[src/rtl/shift_left_sat_seq.sv]
// ---------------------------------------------------------------------------
// shift_left_sat_seq
//
// Iterative arithmetic left shifter for signed Q12.9 neuron datapath values.
// Computes in_data * 2^shamt one bit per clock and saturates to the most
// positive / most negative code instead of wrapping. This is the up-scaling
// counterpart of the combinational arithmetic right shifter used for decay.
//
// Handshake (both sides): a transfer happens on a rising clk edge where
// valid && ready are both high. The producer holds valid and its payload
// stable until that edge, and the consumer may hold ready low for any number
// of cycles. in_ready is high only in IDLE, and out_valid is high only in
// DONE, so a new operand is never accepted in the cycle a result leaves.
//
// Ports:
//   clk        in   rising-edge clock
//   rst_n      in   asynchronous active-low reset
//   in_valid   in   upstream presents in_data / shamt
//   in_ready   out  block can accept an operand (IDLE)
//   in_data    in   WIDTH-bit signed operand
//   shamt      in   SHW-bit left-shift amount
//   out_valid  out  result available (DONE)
//   out_ready  in   downstream accepts result
//   out_data   out  WIDTH-bit signed shifted or saturated result
//   ovf        out  result was saturated; qualified by out_valid
//   dbg_state  out  current FSM state (0 IDLE, 1 SHIFT, 2 DONE)
// ---------------------------------------------------------------------------
module shift_left_sat_seq #(
    parameter int WIDTH = 21,
    parameter int FRAC  = 9,   // fractional bits; documents the format only
    parameter int SHW   = 4
) (
    input  logic             clk,
    input  logic             rst_n,
    input  logic             in_valid,
    output logic             in_ready,
    input  logic [WIDTH-1:0] in_data,
    input  logic [SHW-1:0]   shamt,
    output logic             out_valid,
    input  logic             out_ready,
    output logic [WIDTH-1:0] out_data,
    output logic             ovf,
    output logic [1:0]       dbg_state
);

    typedef enum logic [1:0] {
        IDLE  = 2'd0,
        SHIFT = 2'd1,
        DONE  = 2'd2
    } state_t;

    localparam logic [WIDTH-1:0] SAT_MAX = {1'b0, {(WIDTH-1){1'b1}}};
    localparam logic [WIDTH-1:0] SAT_MIN = {1'b1, {(WIDTH-1){1'b0}}};
    localparam logic [SHW-1:0]   CNT_ONE = {{(SHW-1){1'b0}}, 1'b1};

    state_t           state_q, state_d;
    logic [WIDTH-1:0] acc_q,   acc_d;
    logic [SHW-1:0]   cnt_q,   cnt_d;
    logic             ovf_q,   ovf_d;

    always_ff @(posedge clk or negedge rst_n) begin
        if (!rst_n) begin
            state_q <= IDLE;
            acc_q   <= '0;
            cnt_q   <= '0;
            ovf_q   <= 1'b0;
        end else begin
            state_q <= state_d;
            acc_q   <= acc_d;
            cnt_q   <= cnt_d;
            ovf_q   <= ovf_d;
        end
    end

    always_comb begin
        state_d   = state_q;
        acc_d     = acc_q;
        cnt_d     = cnt_q;
        ovf_d     = ovf_q;
        in_ready  = 1'b0;
        out_valid = 1'b0;

        case (state_q)
            IDLE: begin
                in_ready = 1'b1;
                if (in_valid) begin
                    acc_d   = in_data;
                    cnt_d   = shamt;
                    ovf_d   = 1'b0;
                    state_d = (shamt != '0) ? SHIFT : DONE;
                end
            end

            SHIFT: begin
                // If the two top bits differ, shifting once more would change
                // the sign, so clamp now. Checking before shifting means a
                // result that exactly fits is never flagged.
                if (acc_q[WIDTH-1] != acc_q[WIDTH-2]) begin
                    acc_d   = acc_q[WIDTH-1] ? SAT_MIN : SAT_MAX;
                    ovf_d   = 1'b1;
                    state_d = DONE;
                end else begin
                    acc_d = {acc_q[WIDTH-2:0], 1'b0};
                    cnt_d = cnt_q - CNT_ONE;
                    if (cnt_q == CNT_ONE) begin
                        state_d = DONE;
                    end
                end
            end

            DONE: begin
                out_valid = 1'b1;
                if (out_ready) begin
                    state_d = IDLE;
                end
            end

            default: begin
                state_d = IDLE;
            end
        endcase
    end

    assign out_data  = acc_q;
    assign ovf       = ovf_q;
    assign dbg_state = state_q;

endmodule

[config.mk]
export PLATFORM = sky130hd
export DESIGN_NAME = shift_left_sat_seq
export DESIGN_NICKNAME = d
export VERILOG_FILES = /design/src/rtl/shift_left_sat_seq.sv
export SDC_FILE = /design/constraint.sdc
export NUM_CORES = 1
export LEC_CHECK = 0
export CORE_MARGIN = 2
export CORE_UTILIZATION = 30
export CTS_CLUSTER_DIAMETER = 60
export DETAILED_ROUTE_END_ITERATION = 7
export PLACE_DENSITY = 0.61
export SYNTH_ARGS = -nofsm -noshare
export SYNTH_HDL_FRONTEND = slang
export SYNTH_SLANG_ARGS = --single-unit
[constraint.sdc]
create_clock -name clk -period 5.65 [get_ports clk]
set_clock_uncertainty 0.2 [all_clocks]
set_input_delay 1.13 -clock clk [delete_from_list [all_inputs] [get_ports clk]]
set_output_delay 1.13 -clock clk [all_outputs]
set_load 0.01 [all_outputs]
==> results by group, run 1 <==
Drt
  • Total via count in the routed design: between 1000 and 1500
  • Vias/cell: roughly 5.2
  • First-iteration detailed-routing DRC count: around 120
  • Antenna-violating nets left: 0
  • Remaining routing DRC violations: 0
  • Initial DRT Pass Iterations: 4
  • Routed wire per std cell: 15.5 um
  • Total wirelength of the detailed-routed design: approximately 3900 um

Place
  • HPWL after detailed placement: ~2700 um
  • Final Wtd Congestion: 0.744
  • Port buffer count: between 50 and 60

Synth
  • Nets in the synthesized netlist: 185
  • Fraction of registers with async set/reset: 100%
  • Sequential cell area fraction in the yosys report: 48.7%
  • Post-Synthesis Cell Area: between 1000 and 1500 sq um
  • Average footprint of a synthesized cell: between 9 and 10 sq um
  • EDFF count, synth: 0
  • Post-Syn Instances: 152
  • Biggest area contributors in the synthesized netlist: sky130_fd_sc_hd__dfrtp_1 49%, sky130_fd_sc_hd__a22oi_1 9.9%, sky130_fd_sc_hd__a21oi_1 8.4%
  • Top post-synthesis cells by count: 28 x sky130_fd_sc_hd__dfrtp_1, 26 x sky130_fd_sc_hd__nor2_1, 24 x sky130_fd_sc_hd__a21oi_1
  • Number of flip-flops and latches in the synthesized netlist: 28
  • Unique cell type count in the Yosys netlist: 32
  • Largest area contributor in the synthesized netlist: sky130_fd_sc_hd__dfrtp_1
  • Most repeated cell in the gate-level netlist after synthesis: sky130_fd_sc_hd__dfrtp_1
  • Share of Yosys cell area claimed by the top area cell type: roughly half
  • Leading register cell type out of synthesis: sky130_fd_sc_hd__dfrtp_1
  • Synthesis Warnings: 0

Floorplanning
  • Starting density of the core: 30.8%
  • Horizontal die dimension: roughly 73 um
  • Area of the placeable core: around 4700 sq um
  • Number of primary I/O pins: between 50 and 60
  • Die area: approximately 5400 sq um
  • Die Y: 73.2 um
  • Cell row count: 25

Clocking
  • Clock slew seen by the registers of the worst setup and hold paths: 0.10 ns
  • Htree depth: 1
  • Cts bufs inserted: 3
  • Worst-skew pair later-pin latency: approximately 0.27 ns
  • Post-CTS repair timing setup buffer count: 0
  • Clock Tree Root: sky130_fd_sc_hd__clkbuf_8
  • TritonCTS clock tree: yes
  • Clock sink count: 28
  • Cts hold-fix bufs: 0
  • Clk buf depth: 2
  • Number of gates resized after CTS: 0

Worst setup path
  • Setup slack of the most critical reg-to-reg path: 3.18 ns
  • Critical-path top delay cell: sky130_fd_sc_hd__o31a_1
  • Crit end category: register
  • Critical Path Start Type: primary input
  • CP cell instances: clkdlybuf4s50_1 > o21ba_2 > o31a_1 > a21oi_1
  • Peak per-stage delay on the critical path: roughly 0.71 ns
  • Cell count of the worst reg-to-reg path: 3
  • Reg-to-reg startpoint: dbg_state[0]$_DFFE_PN0P_
  • Critical path arrival: 3.14 ns
  • Path type of the worst setup path: in -> reg
  • Worst endpoint required time: 5.57 ns
  • Total buffers and inverters traversed by the critical path: 1
  • Max Fanout on Critical Path: 21
  • Largest delay share family, worst path: compound AO/OA/AOI/OAI gates
  • Terminus of the critical flop-to-flop path: out_data[3]$_DFFE_PN0P_

Power and ir drop
  • Clock Power Share: 13.0%
  • Combinational share of power: 52.4%
  • Psw: 494 uW
  • Internal power contribution: approximately 730 uW
  • Part of the total power dissipated in sequential elements: 34.6%
  • Power consumption: 1.22 mW
  • VDD IR max: approximately 300 uV
  • Switching power share of the total: 40.5%
  • Cell leakage power: 0.831 nW
  • Power per unit of standard cell area: just under 600 nW/um^2

Timing
  • Clock period minus final worst setup slack: 3.23 ns
  • Number of slew-limit violations in the final report: 0
  • Count of endpoints failing setup in the final report: 0
  • Final-report hold violation count: 0
  • Worst slew pin tran: 0.770 ns
  • Unrepaired setup endpoints after global routing: false
  • Highest clock frequency the design can meet: ~310 MHz
  • Part of the cycle the worst path needs: 57.1%
  • Setup TNS: 0 ns
  • Worst rel slew slack: 48.7%

GRT
  • Remaining global-route overflow: 0
  • Antenna violations before repair: 0
  • Pin count of the biggest net entering global routing: 29
  • Wire length of the first global-routing pass: between 6000 and 7000 um
  • Total track usage: around 15%
  • Via count of the first global-routing pass: 1301

Outcome
  • Status: finished, final reports clean

Hold path
  • Cell depth of the worst hold path: 2
  • Type of the tightest min-delay check: reg -> reg
  • Worst hold endpoint: ovf$_DFFE_PN0P_
  • Start point of the worst hold path: ovf$_DFFE_PN0P_

Cells and area
  • Number of diodes: 0
  • Area Growth Syn to Fin: 44.0%
  • Post-layout nets: approximately 230
  • Share of the core filled with cells in the final layout: 44.4%
  • Ratio of cells with drive above 1 in the final layout: 4.02%

Job
  • Max-capacitance violation count: 0
-- layer usage --
| layer | track usage [%] | share of wire (%) | up-vias |
|---|---|---|---|
| met3 | 3.45 | 4.3 | 2 |
| met1 | 21.6 | 48 | 647 |
| li1 | - | - | 644 |
| met2 | 24.3 | 47 | 31 |
| met4 | 2.47 | 0.43 | 0 |
| met5 | 0 | 0 | - |
-- metrics by stage --
| step | std cells | area, sq um | hold WS [ns] | setup WS, ns |
|---|---|---|---|---|
| 6_report | 253 | 2070 | 0.305 | 2.42 |
| 5_1_grt | 253 | 2070 | 0.358 | 2.30 |
| 4_1_cts | 253 | 2070 | 0.309 | 2.43 |
| 3_5_place_dp | 249 | 2000 | 0.284 | 2.15 |
| 3_3_place_gp | 249 | 2000 | 0.280 | 2.23 |
| 2_1_floorplan | 152 | 1440 | 0.317 | 3.36 |
-- layout by cell type, fill, tap and decap left out, drive strengths merged --
| master | n |
|---|---|
| o311ai | 1 |
| a22oi | 19 |
| or4 | 1 |
| buf | 1 |
| nor2b | 1 |
| o22ai | 4 |
| a32o | 1 |
| nor2 | 26 |
| nor3b | 1 |
| or4b | 1 |
| a21oi | 24 |
| dfrtp | 28 |
| a31oi | 1 |
| o31a | 1 |
| inv | 5 |
| clkbuf | 3 |
| nor4bb | 1 |
| nand4b | 2 |
| bufinv | 1 |
| a21o | 1 |
| or3 | 1 |
| clkdlybuf4s50 | 54 |
| ha | 4 |
| nand2 | 3 |
| o21ai | 2 |
| nand3 | 1 |
| a211oi | 1 |
| o21ba | 1 |
| and3b | 1 |
| o2bb2ai | 1 |
| nand2b | 3 |
| mux2i | 4 |
-- worst register-to-register path, cell delays in order (launching register included) --
cell and delay (ns):
sky130_fd_sc_hd__dfrtp_1 0.69, sky130_fd_sc_hd__o21ba_2 0.53, sky130_fd_sc_hd__o31a_1 0.72, sky130_fd_sc_hd__a21oi_1 0.17
-- how the worst max path moves through the flow --
stage | from | endpoint | slack (ns) | cells after the start
5_1_grt | in_valid | out_data[3]$_DFFE_PN0P_ | 2.30 | 4
2_1_floorplan | in_valid | out_data[15]$_DFFE_PN0P_ | 3.36 | 6
3_3_place_gp | in_valid | out_data[3]$_DFFE_PN0P_ | 2.23 | 4
6_report | in_valid | out_data[3]$_DFFE_PN0P_ | 2.42 | 4
4_1_cts | in_valid | out_data[3]$_DFFE_PN0P_ | 2.43 | 4
3_5_place_dp | in_valid | out_data[3]$_DFFE_PN0P_ | 2.15 | 4
-- registers in the layout, summed over array words and instances (netlist names) --
| register | flops |
|---|---|
| cnt_q | 4 |
| ovf | 1 |
| dbg_state | 2 |
| out_data | 21 |
-- power by group through the flow --
stage	Combinational (mW)	Clock, mW	Sequential, mW
2_1_floorplan	0.352	0	0.428
3_3_place_gp	0.631	0	0.428
3_5_place_dp	0.647	0	0.425
4_1_cts	0.648	0.164	0.424
5_1_grt	0.706	0.172	0.444
6_report	0.640	0.159	0.422
-- cell families (layout without fill, tap and decap cells) --
group | after synthesis | in the layout | synth area share [%]
AO/OA/AOI/OAI | 57 | 57 | 25.5
adder cells (fa/ha/maj) | 4 | 4 | 3.48
AND/OR/NAND/NOR | 42 | 42 | 14.4
flip-flops | 28 | 28 | 48.7
buffers and inverters | 17 | 64 | 5.13
multiplexers | 4 | 4 | 2.79
-- final cells by class --
cell class	instances	area (sq um)
tap	54	67.6
inverter	5	18.8
fill	466	2590
clock inverter	1	30.0
multi-input combinational	107	663
sequential	28	701
clock buffer	3	41.3
timing repair buffer	55	548
(Power assumes the default switching activity.)
==> inputs of run 2 (changes only) <==
clock period = 3 ns   (was 5.65 ns; I/O delays follow)
==> run 2 against run 1 <==
Net effect: die area stayed put; first-iteration DRC count is 55% higher; design area rose by 1.1%; critical path depth is 2 lower; wire length grew 0.56%; hold slack better by 0.0051 ns; global-route usage increased by 0.48 points; flip-flop and latch count stayed put; critical endpoint is now in_ready; highest routed layer unchanged; combinational power increased by 92%; sequential power increased by 87%; utilization increased by 0.48 points; clock power grew 92%.
==> results by group, run 2 (synthesized netlist as in run 1, its figures left out) <==
Worst setup path
  • Terminus of the critical flop-to-flop path: out_data[3]$_DFFE_PN0P_ (unchanged)
  • Last element of the critical path: in_ready (was out_data[3]$_DFFE_PN0P_)
  • Crit end category: primary output (was register)
  • Worst endpoint required time: 2.20 ns (was 5.57 ns)
  • Largest delay share family, worst path: flip-flops (was compound AO/OA/AOI/OAI gates)
  • Cell count of the worst reg-to-reg path: 6 (was 3)
  • Max Fanout on Critical Path: 16 (was 21)
  • Reg-to-reg startpoint: out_data[20]$_DFFE_PN0P_ (was dbg_state[0]$_DFFE_PN0P_)
  • Number of cells on the critical path: 2 (was 4)
  • Critical path origin: dbg_state[0]$_DFFE_PN0P_ (was in_valid)
  • Critical-path top delay cell: sky130_fd_sc_hd__dfrtp_1 (was sky130_fd_sc_hd__o31a_1)
  • Total buffers and inverters traversed by the critical path: 1 (unchanged)
  • CP cell instances: nor2_1 > clkdlybuf4s50_1 (was clkdlybuf4s50_1 > o21ba_2 > o31a_1 > a21oi_1)
  • Peak per-stage delay on the critical path: 0.59 ns (was 0.71 ns)
  • Setup slack of the most critical reg-to-reg path: 0.82 ns (was 3.18 ns)
  • Critical Path Start Type: register (was primary input)
  • Path type of the worst setup path: reg -> out (was in -> reg)
  • Critical path arrival: 1.73 ns (was 3.14 ns)

Floorplanning
  • Die area: 5360 sq um (unchanged)
  • Area of the placeable core: 4660 sq um (unchanged)
  • Cell row count: 25 (unchanged)
  • Die Y: 73.2 um (unchanged)
  • Number of primary I/O pins: 55 (unchanged)
  • Horizontal die dimension: 73.2 um (unchanged)
  • Starting density of the core: 30.8% (unchanged)

Power and ir drop
  • VDD IR max: 509 uV (was 299 uV)
  • Switching power share of the total: 40.2% (was 40.5%)
  • Internal power contribution: 1.39 mW (was 726 uW)
  • Cell leakage power: 0.845 nW (was 0.831 nW)
  • Part of the total power dissipated in sequential elements: 34.0% (was 34.6%)
  • Power per unit of standard cell area: 1110 nW/um^2 (was 590 nW/um^2)
  • Combinational share of power: 52.9% (was 52.4%)
  • Power consumption: 2.33 mW (was 1.22 mW)
  • Psw: 936 uW (was 494 uW)
  • Clock Power Share: 13.1% (was 13.0%)

Timing
  • Setup TNS: 0 ns (unchanged)
  • Unrepaired setup endpoints after global routing: false (unchanged)
  • Final worst slack: 0.468 ns (was 2.42 ns)
  • Worst slew pin tran: 0.534 ns (was 0.770 ns)
  • Count of endpoints failing setup in the final report: 0 (unchanged)
  • Highest clock frequency the design can meet: 395 MHz
  • Part of the cycle the worst path needs: between 80% and 90%
  • Clock period minus final worst setup slack: ~2.5 ns
  • Number of slew-limit violations in the final report: 0 (unchanged)
  • Final-report hold violation count: 0 (unchanged)
  • Worst rel slew slack: 64.4% (was 48.7%)

Cells and area
  • Area Growth Syn to Fin: 45.5% (was 44.0%)
  • Number of diodes: 0 (unchanged)
  • Post-layout nets: 236 (was 233)
  • Share of the core filled with cells in the final layout: 44.9% (was 44.4%)
  • Commonest cells after routing, fill and taps aside: 54 x sky130_fd_sc_hd__clkdlybuf4s50_1, 28 x sky130_fd_sc_hd__dfrtp_1, 26 x sky130_fd_sc_hd__nor2_1, 24 x sky130_fd_sc_hd__a21oi_1, 19 x sky130_fd_sc_hd__a22oi_1 (unchanged)
  • Commonest non-fill, non-tap cell in the layout: sky130_fd_sc_hd__clkdlybuf4s50_1 (unchanged)
  • Non-filler cells in the finished layout: 256 (was 253)
  • Largest register FFs: 21 (unchanged)
  • Fillcell total: 467 (was 466)
  • Ratio of cells with drive above 1 in the final layout: 5.45% (was 4.02%)

Clocking
  • Clock sink count: 28 (unchanged)
  • Clock slew seen by the registers of the worst setup and hold paths: 0.10 ns (about the same)
  • Cts hold-fix bufs: 0 (unchanged)
  • Number of gates resized after CTS: 0 (unchanged)
  • TritonCTS clock tree: yes (unchanged)
  • Worst-skew pair later-pin latency: 0.28 ns (was 0.27 ns)
  • Clk buf depth: 2 (unchanged)
  • Cts bufs inserted: 3 (unchanged)
  • Clock Tree Root: sky130_fd_sc_hd__clkbuf_8 (unchanged)
  • Post-CTS repair timing setup buffer count: 0 (unchanged)
  • Htree depth: 1 (unchanged)

Hold path
  • Type of the tightest min-delay check: reg -> reg (unchanged)
  • Start point of the worst hold path: ovf$_DFFE_PN0P_ (unchanged)

GRT
  • Wire length of the first global-routing pass: 6720 um (was 6360 um)
  • Via count of the first global-routing pass: 1408 (was 1301)
  • Antenna violations before repair: 0 (unchanged)
  • Pin count of the biggest net entering global routing: 29 (unchanged)
  • Total track usage: 15.8% (was 15.3%)
  • Remaining global-route overflow: 0 (unchanged)

Place
  • Final Wtd Congestion: 0.734 (was 0.744)
  • Port buffer count: 54 (unchanged)
  • Total instance count after detailed placement: 252 (was 249)
  • Pre-CTS setup slack: 0.562 ns (was 2.15 ns)
  • HPWL after detailed placement: 2730 um (was 2660 um)

Drt
  • Antenna-violating nets left: 0 (unchanged)
  • Total wirelength of the detailed-routed design: 3950 um (was 3920 um)
  • Total via count in the routed design: 1345 (was 1324)
  • Initial DRT Pass Iterations: 4 (unchanged)
  • Routed wire per std cell: 15.4 um (was 15.5 um)
  • Remaining routing DRC violations: 0 (unchanged)
  • Vias/cell: 5.25 (was 5.23)
  • First-iteration detailed-routing DRC count: 180 (was 116)

Job
  • Max-capacitance violation count: 0 (unchanged)

Outcome
  • Status: finished, final reports clean (unchanged)
run 2: worst min-delay path: cells and delay by family (launching register included):
family	cells	cell delay, ns
flops	1	0.38
simple gates	2	0.10
run 2: cell type report:
type	instances	area [sq um]	share of cell area, %
Multi-Input combinational cell	107	663	31.7
Timing Repair Buffer	58	571	27.3
Tap cell	54	67.6	3.23
Sequential cell	28	701	33.5
Clock buffer	3	41.3	1.97
Clock inverter	1	30.0	1.44
Inverter	5	18.8	0.897
run 2: metal layers:
metal / vias up / global-route usage (%) / wire length [um]
met2: 27 / 24.8 / 1910
met4: 0 / 3.70 / 17
li1: 649 / - / -
met5: - / 0 / 0
met3: 2 / 2.76 / 178
met1: 667 / 22.5 / 1840
run 2: power groups by stage:
stage | Combinational [mW] | Clock, mW | Sequential, mW
floorplan | 0.663 | 0 | 0.807
global placement | 1.22 | 0 | 0.798
detailed placement | 1.24 | 0 | 0.800
CTS | 1.25 | 0.312 | 0.793
global route | 1.37 | 0.324 | 0.828
finish | 1.23 | 0.305 | 0.791
run 2: how the worst min path moves through the flow:
stage,cells past startpoint,endpoint
final,2,ovf$_DFFE_PN0P_
after detailed placement,2,ovf$_DFFE_PN0P_
after global routing,2,ovf$_DFFE_PN0P_
after CTS,2,ovf$_DFFE_PN0P_
after global placement,2,ovf$_DFFE_PN0P_
after floorplan,0,cnt_q[0]$_DFFE_PN0P_
run 2: metrics by stage:
step           hold WS, ns  area, sq um
5_1_grt              0.347         2090
3_5_place_dp         0.289         2020
4_1_cts              0.313         2090
3_3_place_gp         0.286         2020
2_1_floorplan        0.104         1440
6_report             0.310         2090
==> inputs of run 3 (changes only) <==
PLACE_DENSITY = 0.64   (was 0.61)
clock period = 2.1 ns   (was 3 ns; I/O delays follow)
==> run 3 against run 2 <==
Net effect: register-to-register slack lost 0.72 ns; utilization grew 1.4 points; die area is the same; flip-flop and latch count is the same; non-clock buffer count grew 10; sequential share of layout area shrank 0.99 points; wire length shrank 0.79%; design area grew 3.2%; largest power group unchanged; highest routed layer unchanged.
==> results by group, run 3 (synthesized netlist as in run 1, its figures left out) <==
Outcome
  • Status: finished, final reports clean (unchanged)

Drt
  • Antenna-violating nets left: 0 (unchanged)
  • First-iteration detailed-routing DRC count: 97 (was 180)
  • Remaining routing DRC violations: 0 (unchanged)
  • Initial DRT Pass Iterations: 4 (unchanged)
  • Total wirelength of the detailed-routed design: 3920 um (was 3950 um)
  • Total via count in the routed design: 1362 (was 1345)
  • Vias/cell: 5.12 (was 5.25)
  • Routed wire per std cell: 14.7 um (was 15.4 um)

Cells and area
  • Post-layout nets: 246 (was 236)
  • Number of diodes: 0 (unchanged)
  • Area Growth Syn to Fin: 50.2% (was 45.5%)
  • Ratio of cells with drive above 1 in the final layout: 10.8% (was 5.45%)
  • Non-filler cells in the finished layout: 266 (was 256)
  • Commonest non-fill, non-tap cell in the layout: sky130_fd_sc_hd__clkdlybuf4s50_1 (unchanged)
  • Commonest cells after routing, fill and taps aside: 52 x sky130_fd_sc_hd__clkdlybuf4s50_1, 27 x sky130_fd_sc_hd__dfrtp_1, 25 x sky130_fd_sc_hd__nor2_1, 24 x sky130_fd_sc_hd__a21oi_1, 19 x sky130_fd_sc_hd__a22oi_1 (was 54 x sky130_fd_sc_hd__clkdlybuf4s50_1, 28 x sky130_fd_sc_hd__dfrtp_1, 26 x sky130_fd_sc_hd__nor2_1, 24 x sky130_fd_sc_hd__a21oi_1, 19 x sky130_fd_sc_hd__a22oi_1)
  • Fillcell total: 468 (was 467)
  • Largest register FFs: 21 (unchanged)
  • Post-route standard cell area excluding fillers: 2160 sq um (was 2090 sq um)

Worst setup path
  • Cell count of the worst reg-to-reg path: 5 (was 6)
  • Critical Path Start Type: register (unchanged)
  • Path type of the worst setup path: reg -> reg (was reg -> out)
  • Critical path arrival: 2.02 ns (was 1.73 ns)
  • Max Fanout on Critical Path: 5 (was 16)
  • Crit end category: register (was primary output)
  • Worst endpoint required time: 2.12 ns (was 2.20 ns)

Clocking
  • Clock Tree Root: sky130_fd_sc_hd__clkbuf_8 (unchanged)
  • Htree depth: 1 (unchanged)
  • Clock slew seen by the registers of the worst setup and hold paths: 0.10 ns (about the same)
  • Worst-skew pair later-pin latency: 0.27 ns (was 0.28 ns)
  • Clock sink count: 28 (unchanged)
  • Clk buf depth: 2 (unchanged)
  • TritonCTS clock tree: yes (unchanged)
  • Cts bufs inserted: 3 (unchanged)

Hold path
  • Type of the tightest min-delay check: reg -> reg (unchanged)
  • Cell depth of the worst hold path: 2 (unchanged)

Power and ir drop
  • Cell leakage power: 0.900 nW (was 0.845 nW)
  • VDD IR max: 624 uV (was 509 uV)
  • Power per unit of standard cell area: 1560 nW/um^2 (was 1110 nW/um^2)

Timing
  • Clock period minus final worst setup slack: around 2 ns
  • Worst rel slew slack: 74.7% (was 64.4%)
  • Highest clock frequency the design can meet: 500 MHz
  • Worst slew pin tran: 0.379 ns (was 0.534 ns)
  • Count of endpoints failing setup in the final report: 0 (unchanged)
  • Number of slew-limit violations in the final report: 0 (unchanged)
  • WHS: 0.301 ns (was 0.310 ns)
  • Unrepaired setup endpoints after global routing: false (unchanged)
  • Part of the cycle the worst path needs: between 90% and 100%
  • Final-report hold violation count: 0 (unchanged)

Place
  • Total instance count after detailed placement: 261 (was 252)
  • Port buffer count: 54 (unchanged)
  • Final Wtd Congestion: 0.789 (was 0.734)
  • HPWL after detailed placement: 2690 um (was 2730 um)
  • Area post-placement: 2090 sq um (was 2020 sq um)

GRT
  • Via count of the first global-routing pass: 1351 (was 1408)
  • Wire length of the first global-routing pass: 6500 um (was 6720 um)
  • Remaining global-route overflow: 0 (unchanged)
  • Antenna violations before repair: 0 (unchanged)
  • Pin count of the biggest net entering global routing: 29 (unchanged)
  • Total track usage: 15.6% (was 15.8%)

Floorplanning
  • Area of the placeable core: 4660 sq um (unchanged)
  • Die area: 5360 sq um (unchanged)
  • Die Y: 73.2 um (unchanged)
  • Number of primary I/O pins: 55 (unchanged)
  • Horizontal die dimension: 73.2 um (unchanged)
  • Starting density of the core: 30.8% (unchanged)
  • Cell row count: 25 (unchanged)

Job
  • Max-capacitance violation count: 0 (unchanged)
-- run 3: repair_timing --
action / 4_1_cts / 5_1_grt
endpoints found under the hold margin: 0 / 0
hold buffers: 0 / 0
setup buffers: 1 / 0
endpoints found under the setup margin: 2 / 2
gates resized for setup: 1 / 4
-- run 3: metal layers --
metal / share of wire, % / GRT usage, %
met5: 0 / 0
met4: 0.54 / 5.14
met3: 5.7 / 3.18
met2: 47 / 24.0
met1: 46 / 22.0
-- run 3: area by class of cell --
class,count,area [sq um],area share [%]
Inverter,5,18.8,0.869
Clock buffer,4,55.1,2.55
Sequential cell,28,702,32.5
Tap cell,54,67.6,3.13
Multi-Input combinational cell,107,666,30.8
Timing Repair Buffer,68,651,30.1
-- run 3: worst paths after layout --
path,from,endpoint,slack (ns)
min in group asynchronous,rst_n,cnt_q[2]$_DFFE_PN0P_,0.32
max reg2reg,out_data[20]$_DFFE_PN0P_,cnt_q[3]$_DFFE_PN0P_,0.10
max in group asynchronous,rst_n,dbg_state[0]$_DFFE_PN0P_,1.09
max,out_data[20]$_DFFE_PN0P_,cnt_q[3]$_DFFE_PN0P_,0.10
min reg2reg,ovf$_DFFE_PN0P_,ovf$_DFFE_PN0P_,0.30
min,ovf$_DFFE_PN0P_,ovf$_DFFE_PN0P_,0.30
-- run 3: worst max-delay path: stages, from the launching register on --
cell and delay [ns]:
sky130_fd_sc_hd__dfrtp_1 0.41, sky130_fd_sc_hd__inv_1 0.07, sky130_fd_sc_hd__ha_1 0.37, sky130_fd_sc_hd__or4b_1 0.48, sky130_fd_sc_hd__or3_1 0.33, sky130_fd_sc_hd__nand3_1 0.08
-- run 3: per-stage QoR --
| stage | setup TNS, ns | utilization, % | power, mW | setup WS [ns] |
|---|---|---|---|---|
| after global routing | 0 | 46.3 | 3.67 | 0.0199 |
| after CTS | -0.0104 | 46.1 | 3.39 | -0.0104 |
| final | 0 | 46.3 | 3.37 | 0.102 |
| after detailed placement | 0 | 44.8 | 3.03 | 0.109 |
| after global placement | 0 | 44.8 | 3.01 | 0.112 |
| after floorplan | 0 | - | 2.10 | 0.146 |
-- run 3: power by group --
part	internal [mW]	switching, mW	total [mW]	leakage, nW
registers	0.825	0.242	1.07	0.321
logic	1.02	0.938	1.96	0.550
clock network	0.168	0.169	0.337	0.0288
total	2.02	1.35	3.37	0.900
